## config.mk

```make
export PLATFORM = sky130hd
export DESIGN_NAME = intra4_pred_sched
export DESIGN_NICKNAME = d
export VERILOG_FILES = /design/src/rtl/intra4_pred_sched_pkg.sv /design/src/rtl/intra4_nbr_buf.sv /design/src/rtl/intra4_pred_sched.sv
export SDC_FILE = /design/constraint.sdc
export NUM_CORES = 1
export LEC_CHECK = 0
export ABC_CLOCK_PERIOD_IN_PS = 5770
export BUFFER_PORTS_ARGS = -buffer_cell sky130_fd_sc_hd__buf_2
export CORE_AREA = 2 2 215 217
export CTS_CLUSTER_SIZE = 28
export DETAILED_ROUTE_END_ITERATION = 8
export DIE_AREA = 0 0 217 219
export PLACE_DENSITY = 0.59
export SYNTH_ARGS = -nofsm -noshare
export SYNTH_HDL_FRONTEND = slang
export SYNTH_SLANG_ARGS = --single-unit
```

## constraint.sdc

```tcl
create_clock -name clk -period 5.77 [get_ports clk]
set_clock_uncertainty 0.05 [all_clocks]
set_input_delay 1.154 -clock clk [delete_from_list [all_inputs] [get_ports clk]]
set_output_delay 1.154 -clock clk [all_outputs]
set_load 0.1 [all_outputs]
```

## src/rtl/intra4_pred_sched_pkg.sv

```systemverilog
// intra4_pred_sched_pkg: 4x4 intra mode codes, scheduler states, sub-block count and mode-mask helpers.
`default_nettype none

package intra4_pred_sched_pkg;

  localparam int NUM_SUBBLK = 16;
  localparam logic [4:0] NO_MODE = 5'd16;

  typedef enum logic [3:0] {
    DC4 = 4'd0, TM4 = 4'd1, VE4 = 4'd2, HE4 = 4'd3, LD4 = 4'd4,
    RD4 = 4'd5, VR4 = 4'd6, VL4 = 4'd7, HD4 = 4'd8, HU4 = 4'd9
  } mode_t;

  typedef enum logic [1:0] {
    ST_IDLE       = 2'd0,
    ST_ISSUE      = 2'd1,
    ST_WAIT_RECON = 2'd2,
    ST_DONE       = 2'd3
  } state_t;

  // Lowest enabled mode at or above 'from'; NO_MODE when none remains.
  function automatic logic [4:0] first_mode_at(input logic [15:0] mask, input logic [4:0] from);
    logic [4:0] r;
    r = NO_MODE;
    for (int i = 15; i >= 0; i--) begin
      if (mask[i] && (5'(i) >= from)) r = 5'(i);
    end
    return r;
  endfunction

  function automatic logic [3:0] highest_mode(input logic [15:0] mask);
    logic [3:0] r;
    r = 4'd0;
    for (int i = 0; i < 16; i++) begin
      if (mask[i]) r = 4'(i);
    end
    return r;
  endfunction

endpackage

`default_nettype wire

```

## src/rtl/intra4_nbr_buf.sv

```systemverilog
// intra4_nbr_buf: neighbour storage for the 4x4 scan, recon write-back and (row,col) neighbour select.
`default_nettype none

module intra4_nbr_buf #(
  parameter int BIT_WIDTH = 8
) (
  input  logic                   clk,
  input  logic                   load,
  input  logic                   upd,
  input  logic [3:0]             blk,
  input  logic [20*BIT_WIDTH-1:0] mb_top,
  input  logic [16*BIT_WIDTH-1:0] mb_left,
  input  logic [BIT_WIDTH-1:0]   mb_top_left,
  input  logic [16*BIT_WIDTH-1:0] recon_blk,
  output logic [4*BIT_WIDTH-1:0] nb_top,
  output logic [4*BIT_WIDTH-1:0] nb_top_right,
  output logic [4*BIT_WIDTH-1:0] nb_left,
  output logic [BIT_WIDTH-1:0]   nb_top_left
);

  localparam int BW = BIT_WIDTH;

  logic [BW-1:0] top_row  [16];
  logic [BW-1:0] top_ext  [4];
  logic [BW-1:0] left_in  [16];
  logic [BW-1:0] left_cur [4];
  logic [BW-1:0] corner;
  logic [BW-1:0] tl_in;

  logic [1:0] row;
  logic [1:0] col;
  assign row = blk[3:2];
  assign col = blk[1:0];

  always_ff @(posedge clk) begin
    if (load) begin
      for (int i = 0; i < 16; i++) begin
        top_row[i] <= mb_top[BW*i +: BW];
        left_in[i] <= mb_left[BW*i +: BW];
      end
      for (int k = 0; k < 4; k++) top_ext[k] <= mb_top[BW*(16+k) +: BW];
      tl_in <= mb_top_left;
    end else if (upd) begin
      // Capture the pixel above-right of this block before its column is overwritten.
      corner <= top_row[{col, 2'd3}];
      for (int k = 0; k < 4; k++) begin
        top_row[{col, 2'(k)}] <= recon_blk[BW*(12+k) +: BW];
        left_cur[k]           <= recon_blk[BW*(4*k+3) +: BW];
      end
    end
  end

  always_comb begin
    nb_top       = '0;
    nb_top_right = '0;
    nb_left      = '0;
    for (int k = 0; k < 4; k++) begin
      nb_top[BW*k +: BW]       = top_row[{col, 2'(k)}];
      nb_top_right[BW*k +: BW] = (col == 2'd3) ? top_ext[k] : top_row[{col + 2'd1, 2'(k)}];
      nb_left[BW*k +: BW]      = (col == 2'd0) ? left_in[{row, 2'(k)}] : left_cur[k];
    end
    if (col != 2'd0)      nb_top_left = corner;
    else if (row == 2'd0) nb_top_left = tl_in;
    else                  nb_top_left = left_in[{row, 2'd0} - 4'd1];
  end

endmodule

`default_nettype wire

```

## src/rtl/intra4_pred_sched.sv

```systemverilog
// intra4_pred_sched: issues 4x4 intra prediction requests over a 16x16 MB in raster order.
// Optional INTRA4_MODE_MASK_EN adds a per-MB mode_mask selecting which modes are issued.
`default_nettype none

module intra4_pred_sched
  import intra4_pred_sched_pkg::*;
#(
  parameter int BIT_WIDTH  = 8,
  parameter int BLOCK_SIZE = 4,
  parameter int NUM_MODES  = 10
) (
  input  logic                            clk,
  input  logic                            rst,
  input  logic                            mb_start,
`ifdef INTRA4_MODE_MASK_EN
  input  logic [NUM_MODES-1:0]            mode_mask,
`endif
  input  logic [20*BIT_WIDTH-1:0]         mb_top,
  input  logic [16*BIT_WIDTH-1:0]         mb_left,
  input  logic [BIT_WIDTH-1:0]            mb_top_left,
  output logic                            mb_busy,
  output logic                            mb_done,
  output logic                            pred_valid,
  input  logic                            pred_ready,
  output logic [3:0]                      pred_blk,
  output logic [3:0]                      pred_mode,
  output logic                            pred_last,
  output logic [BLOCK_SIZE*BIT_WIDTH-1:0] pred_top,
  output logic [BLOCK_SIZE*BIT_WIDTH-1:0] pred_top_right,
  output logic [BLOCK_SIZE*BIT_WIDTH-1:0] pred_left,
  output logic [BIT_WIDTH-1:0]            pred_top_left,
  input  logic                            recon_valid,
  output logic                            recon_ready,
  input  logic [16*BIT_WIDTH-1:0]         recon_blk
);

  localparam logic [15:0] FULL_MASK = 16'((32'd1 << NUM_MODES) - 32'd1);

  state_t      state;
  logic [15:0] start_mask;
  logic [15:0] cur_mask;

`ifdef INTRA4_MODE_MASK_EN
  logic [15:0] mask_q;
  always_ff @(posedge clk) begin
    if (rst)                                mask_q <= '0;
    else if (state == ST_IDLE && mb_start)  mask_q <= 16'(mode_mask);
  end
  assign start_mask = 16'(mode_mask);
  assign cur_mask   = mask_q;
`else
  assign start_mask = FULL_MASK;
  assign cur_mask   = FULL_MASK;
`endif

  logic [4:0] first_start, first_cur, next_mode;
  logic [3:0] last_start, last_cur;
  assign first_start = first_mode_at(start_mask, 5'd0);
  assign first_cur   = first_mode_at(cur_mask, 5'd0);
  assign next_mode   = first_mode_at(cur_mask, {1'b0, pred_mode} + 5'd1);
  assign last_start  = highest_mode(start_mask);
  assign last_cur    = highest_mode(cur_mask);

  always_ff @(posedge clk) begin
    if (rst) begin
      state       <= ST_IDLE;
      pred_blk    <= 4'd0;
      pred_mode   <= 4'd0;
      pred_valid  <= 1'b0;
      pred_last   <= 1'b0;
      recon_ready <= 1'b0;
      mb_busy     <= 1'b0;
      mb_done     <= 1'b0;
    end else begin
      case (state)
        ST_IDLE: if (mb_start) begin
          state      <= ST_ISSUE;
          mb_busy    <= 1'b1;
          pred_blk   <= 4'd0;
          pred_mode  <= first_start[3:0];
          pred_valid <= (first_start != NO_MODE);
          pred_last  <= (first_start != NO_MODE) && (first_start[3:0] == last_start);
        end
        ST_ISSUE: begin
          // An empty mask leaves pred_valid low; go straight to reconstruction.
          if (!pred_valid) begin
            state       <= ST_WAIT_RECON;
            recon_ready <= 1'b1;
          end else if (pred_ready) begin
            if (next_mode == NO_MODE) begin
              state       <= ST_WAIT_RECON;
              pred_valid  <= 1'b0;
              pred_last   <= 1'b0;
              recon_ready <= 1'b1;
            end else begin
              pred_mode <= next_mode[3:0];
              pred_last <= (next_mode[3:0] == last_cur);
            end
          end
        end
        ST_WAIT_RECON: if (recon_valid) begin
          recon_ready <= 1'b0;
          if (pred_blk == 4'(NUM_SUBBLK - 1)) begin
            state   <= ST_DONE;
            mb_done <= 1'b1;
          end else begin
            state      <= ST_ISSUE;
            pred_blk   <= pred_blk + 4'd1;
            pred_mode  <= first_cur[3:0];
            pred_valid <= (first_cur != NO_MODE);
            pred_last  <= (first_cur != NO_MODE) && (first_cur[3:0] == last_cur);
          end
        end
        ST_DONE: begin
          state   <= ST_IDLE;
          mb_done <= 1'b0;
          mb_busy <= 1'b0;
        end
        default: state <= ST_IDLE;
      endcase
    end
  end

  logic [4*BIT_WIDTH-1:0] nb_top, nb_top_right, nb_left;
  logic [BIT_WIDTH-1:0]   nb_top_left;

  intra4_nbr_buf #(.BIT_WIDTH(BIT_WIDTH)) u_nbr_buf (
    .clk          (clk),
    .load         (state == ST_IDLE && mb_start),
    .upd          (state == ST_WAIT_RECON && recon_valid),
    .blk          (pred_blk),
    .mb_top       (mb_top),
    .mb_left      (mb_left),
    .mb_top_left  (mb_top_left),
    .recon_blk    (recon_blk),
    .nb_top       (nb_top),
    .nb_top_right (nb_top_right),
    .nb_left      (nb_left),
    .nb_top_left  (nb_top_left)
  );

  // Neighbour regs are not reset, so the bus reads zero whenever no request is offered.
  assign pred_top       = pred_valid ? nb_top       : '0;
  assign pred_top_right = pred_valid ? nb_top_right : '0;
  assign pred_left      = pred_valid ? nb_left      : '0;
  assign pred_top_left  = pred_valid ? nb_top_left  : '0;

endmodule

`default_nettype wire

```

==> flow_summary.yaml <==
outcome:
  status: "completed"
worst_setup_path:
  reg2regPathDepth: 6
  r2r-end: "u_nbr_buf.top_ext[3][3]"
  reg2reg_slack_ns: 2.28
  reg2reg_from: "state[0]"
  critical_path_required_ns: 4.57
  start_kind: "flop"
  crit_arrival_ns: 3.16
  end_kind: "output port"
  path_class: "reg -> out"
  cp_max_fo: 33
cells_and_area:
  area_delta_synth_final_pct: 25.1
  drive_gt1_frac: 0.466
  nets: 1864
clock_network:
  cts_buffers: 41
  ctsHoldBuffers: 0
  cts_num_sinks: 355
  clkLatencyLatePin_ns: 0.56
  cts_root_buffer: "clkbuf_16"
  clockBufferDepth: 3
  cts_setup_buffers: 0
  clkTransAtPathRegs_ns: 0.06
  cts_max_level: 2
  cts_resized: 0
  cts_tree: "done"
global_route:
  grt_max_degree: 80
  grt_pass1_vias: 11313
  grt_pass1_wl_mm: 73.3
  track_usage: 0.212
  antenna_found_initial: 17
  grt-ovfl-total: 0
die:
  die_area_um2: 47500
  core-area_um2: 45100
  rows: 78
  io_pins: 546
  die_h_um: 219
  die_x_um: 217
  start_util: 0.370
drt:
  drc: 0
  detail-route-antenna-nets: 0
  drt-pass1-iter-count: 5
  num_vias: 10764
  drt_wl_total_mm: 51.1
  dr.first_iter.drc_count: 608
  wl_per_cell_um: 24.8
  drt-vias-per-instance: 5.23
logic_synthesis:
  ys_seq_elements: 355
  synth_top_family_by_area: "multiplexers"
  synthCells: 954
  synthTopCellsByArea: "edfxtp_1 (61%), mux4_2 (14%), mux2_1 (8.7%)"
  synth_common_cells: "edfxtp_1 (336), mux2_1 (128), mux4_2 (104)"
  syn_nets: 1396
  synth_ff_type: "edfxtp_1"
  synthSimpleGateAreaFrac: 0.0447
  synthXorXnorAreaFrac: 0.000976
  post-synth-top-count-cell: "edfxtp_1"
  synthDistinctLibCells: 48
  yosysSeqAreaShare: 0.628
  synth_edf_count: 336
  syn-cell-area_um2: 16700
  synth_mux_area_frac: 0.272
  synth_fa_ha_area_frac: 0.00976
  synth_area_per_cell_um2: 17.5
  synth_top_cell_by_area: "edfxtp_1"
  yosys.area.top_type_share: 0.606
  ys_async_sr_fraction: 0
  synth_warnings: 0
  synth_compound_area_frac: 0.0199
power:
  power_leakage_nw: 8.11
  power.density_nw_per_um2: 490
  ir_worst_vdd_mv: 0.317
worst_hold_path:
  hold_class: "reg -> reg"
  hold_start: "pred_last"
  hold-path-cell-count: 2
  whs_endpoint: "pred_last"
sta:
  setup_violations: 0
  fin_crit_ns: 4.37
  fmax_mhz: 229
  fin_hold_ws_ns: 0.393
  slew_headroom: 0.264
  final.setup.tns_ns: 0
  tightestPinTransition_ns: 1.10
  drv_slew: 0
  hold_viol: 0
  fin_crit_sh: 0.757
  rsz0062_at_grt: "false"
run:
  maxCapViolCount: 0
place:
  dp_hpwl_mm: 35.3
  numPortBuffers: 473
  place_congestion: 0.813
[layout make-up]
class | count | area, um2
fillers | 4031 | 24300
flip-flops and latches | 355 | 10500
multi-input cells | 523 | 5850
repair buffers | 487 | 2470
clock buffers | 56 | 1080
well taps | 600 | 751
clock inverters | 18 | 133
inverters | 14 | 58.8
diodes | 7 | 17.5
[cell usage in the layout, fill, tap and decap left out, types with 8 or more instances in the layout]
cell,count
a211oi_2,8
and2_1,33
buf_2,473
buf_4,14
clkbuf_1,15
clkbuf_16,41
clkinv_2,8
dfxtp_1,13
edfxtp_1,336
ha_1,11
inv_1,11
mux2_1,128
mux2i_1,73
mux4_2,104
nand2_1,11
nor2_1,86
[per-layer routing]
metal  part of all wire  vias to the layer above  global-route usage  wire length, um
met4              0.020                       24              0.0553             1000
li1                   -                     4742                   -                -
met2               0.49                      469               0.362            25000
met1               0.40                     5441               0.260            20300
met5             0.0030                        -                   0              154
met3              0.092                       88              0.0676             4700
[kinds of logic after synthesis]
family / after synthesis
multiplexers: 306
adder cells (fa/ha/maj): 13
AND/OR/NAND/NOR: 156
AO/OA/AOI/OAI: 47
XOR/XNOR: 1
flip-flops: 355
buffers and inverters: 76
[stage by stage]
stage / util / total power [W] / cell area (um2) / worst slack, ns / instances
after floorplan: - / 0.00692 / 16700 / 0.404 / 954
after global placement: 0.435 / 0.00785 / 19600 / 1.69 / 1979
after detailed placement: 0.435 / 0.00790 / 19600 / 1.65 / 1979
after CTS: 0.462 / 0.0103 / 20800 / 1.30 / 2053
after global routing: 0.462 / 0.0106 / 20800 / 1.18 / 2055
final: 0.462 / 0.0102 / 20800 / 1.40 / 2060
[state kept, by name (all words and copies together) (netlist names), named ones only]
register            count
state                   2
mb_busy                 1
mb_done                 1
pred_valid              1
pred_blk                4
pred_last               1
u_nbr_buf.top_row     128
u_nbr_buf.corner        8
pred_mode               4
recon_ready             1
u_nbr_buf.left_cur     32
u_nbr_buf.tl_in         8
u_nbr_buf.left_in     128
u_nbr_buf.top_ext      32
[worst max-delay path, cell delays in order, from the launching register on]
cell and delay, ns:
dfxtp_2 0.55, inv_1 0.18, ha_4 0.72, mux4_2 0.58
mux2i_1 0.14, nor2_1 0.05, buf_2 0.36
[worst max path at each step]
stage                 from                        to  slack, ns
6_report       pred_blk[0]        pred_top_right[31]       1.40
5_1_grt        pred_blk[0]        pred_top_right[31]       1.18
4_1_cts        pred_blk[0]        pred_top_right[31]       1.30
3_5_place_dp      mb_start   u_nbr_buf.top_row[6][1]       1.65
3_3_place_gp      mb_start  u_nbr_buf.top_row[11][4]       1.69
2_1_floorplan     mb_start   u_nbr_buf.top_row[0][0]       0.40
[power by group]
| part | switching, W | internal, W | leakage [nW] | total [W] |
|---|---|---|---|---|
| Sequential | 0.000205 | 0.00351 | 3.34 | 0.00372 |
| Clock | 0.00104 | 0.00137 | 0.593 | 0.00241 |
| Combinational | 0.00328 | 0.000815 | 4.17 | 0.00409 |
No activity file was read; power rests on OpenSTA's default activity.
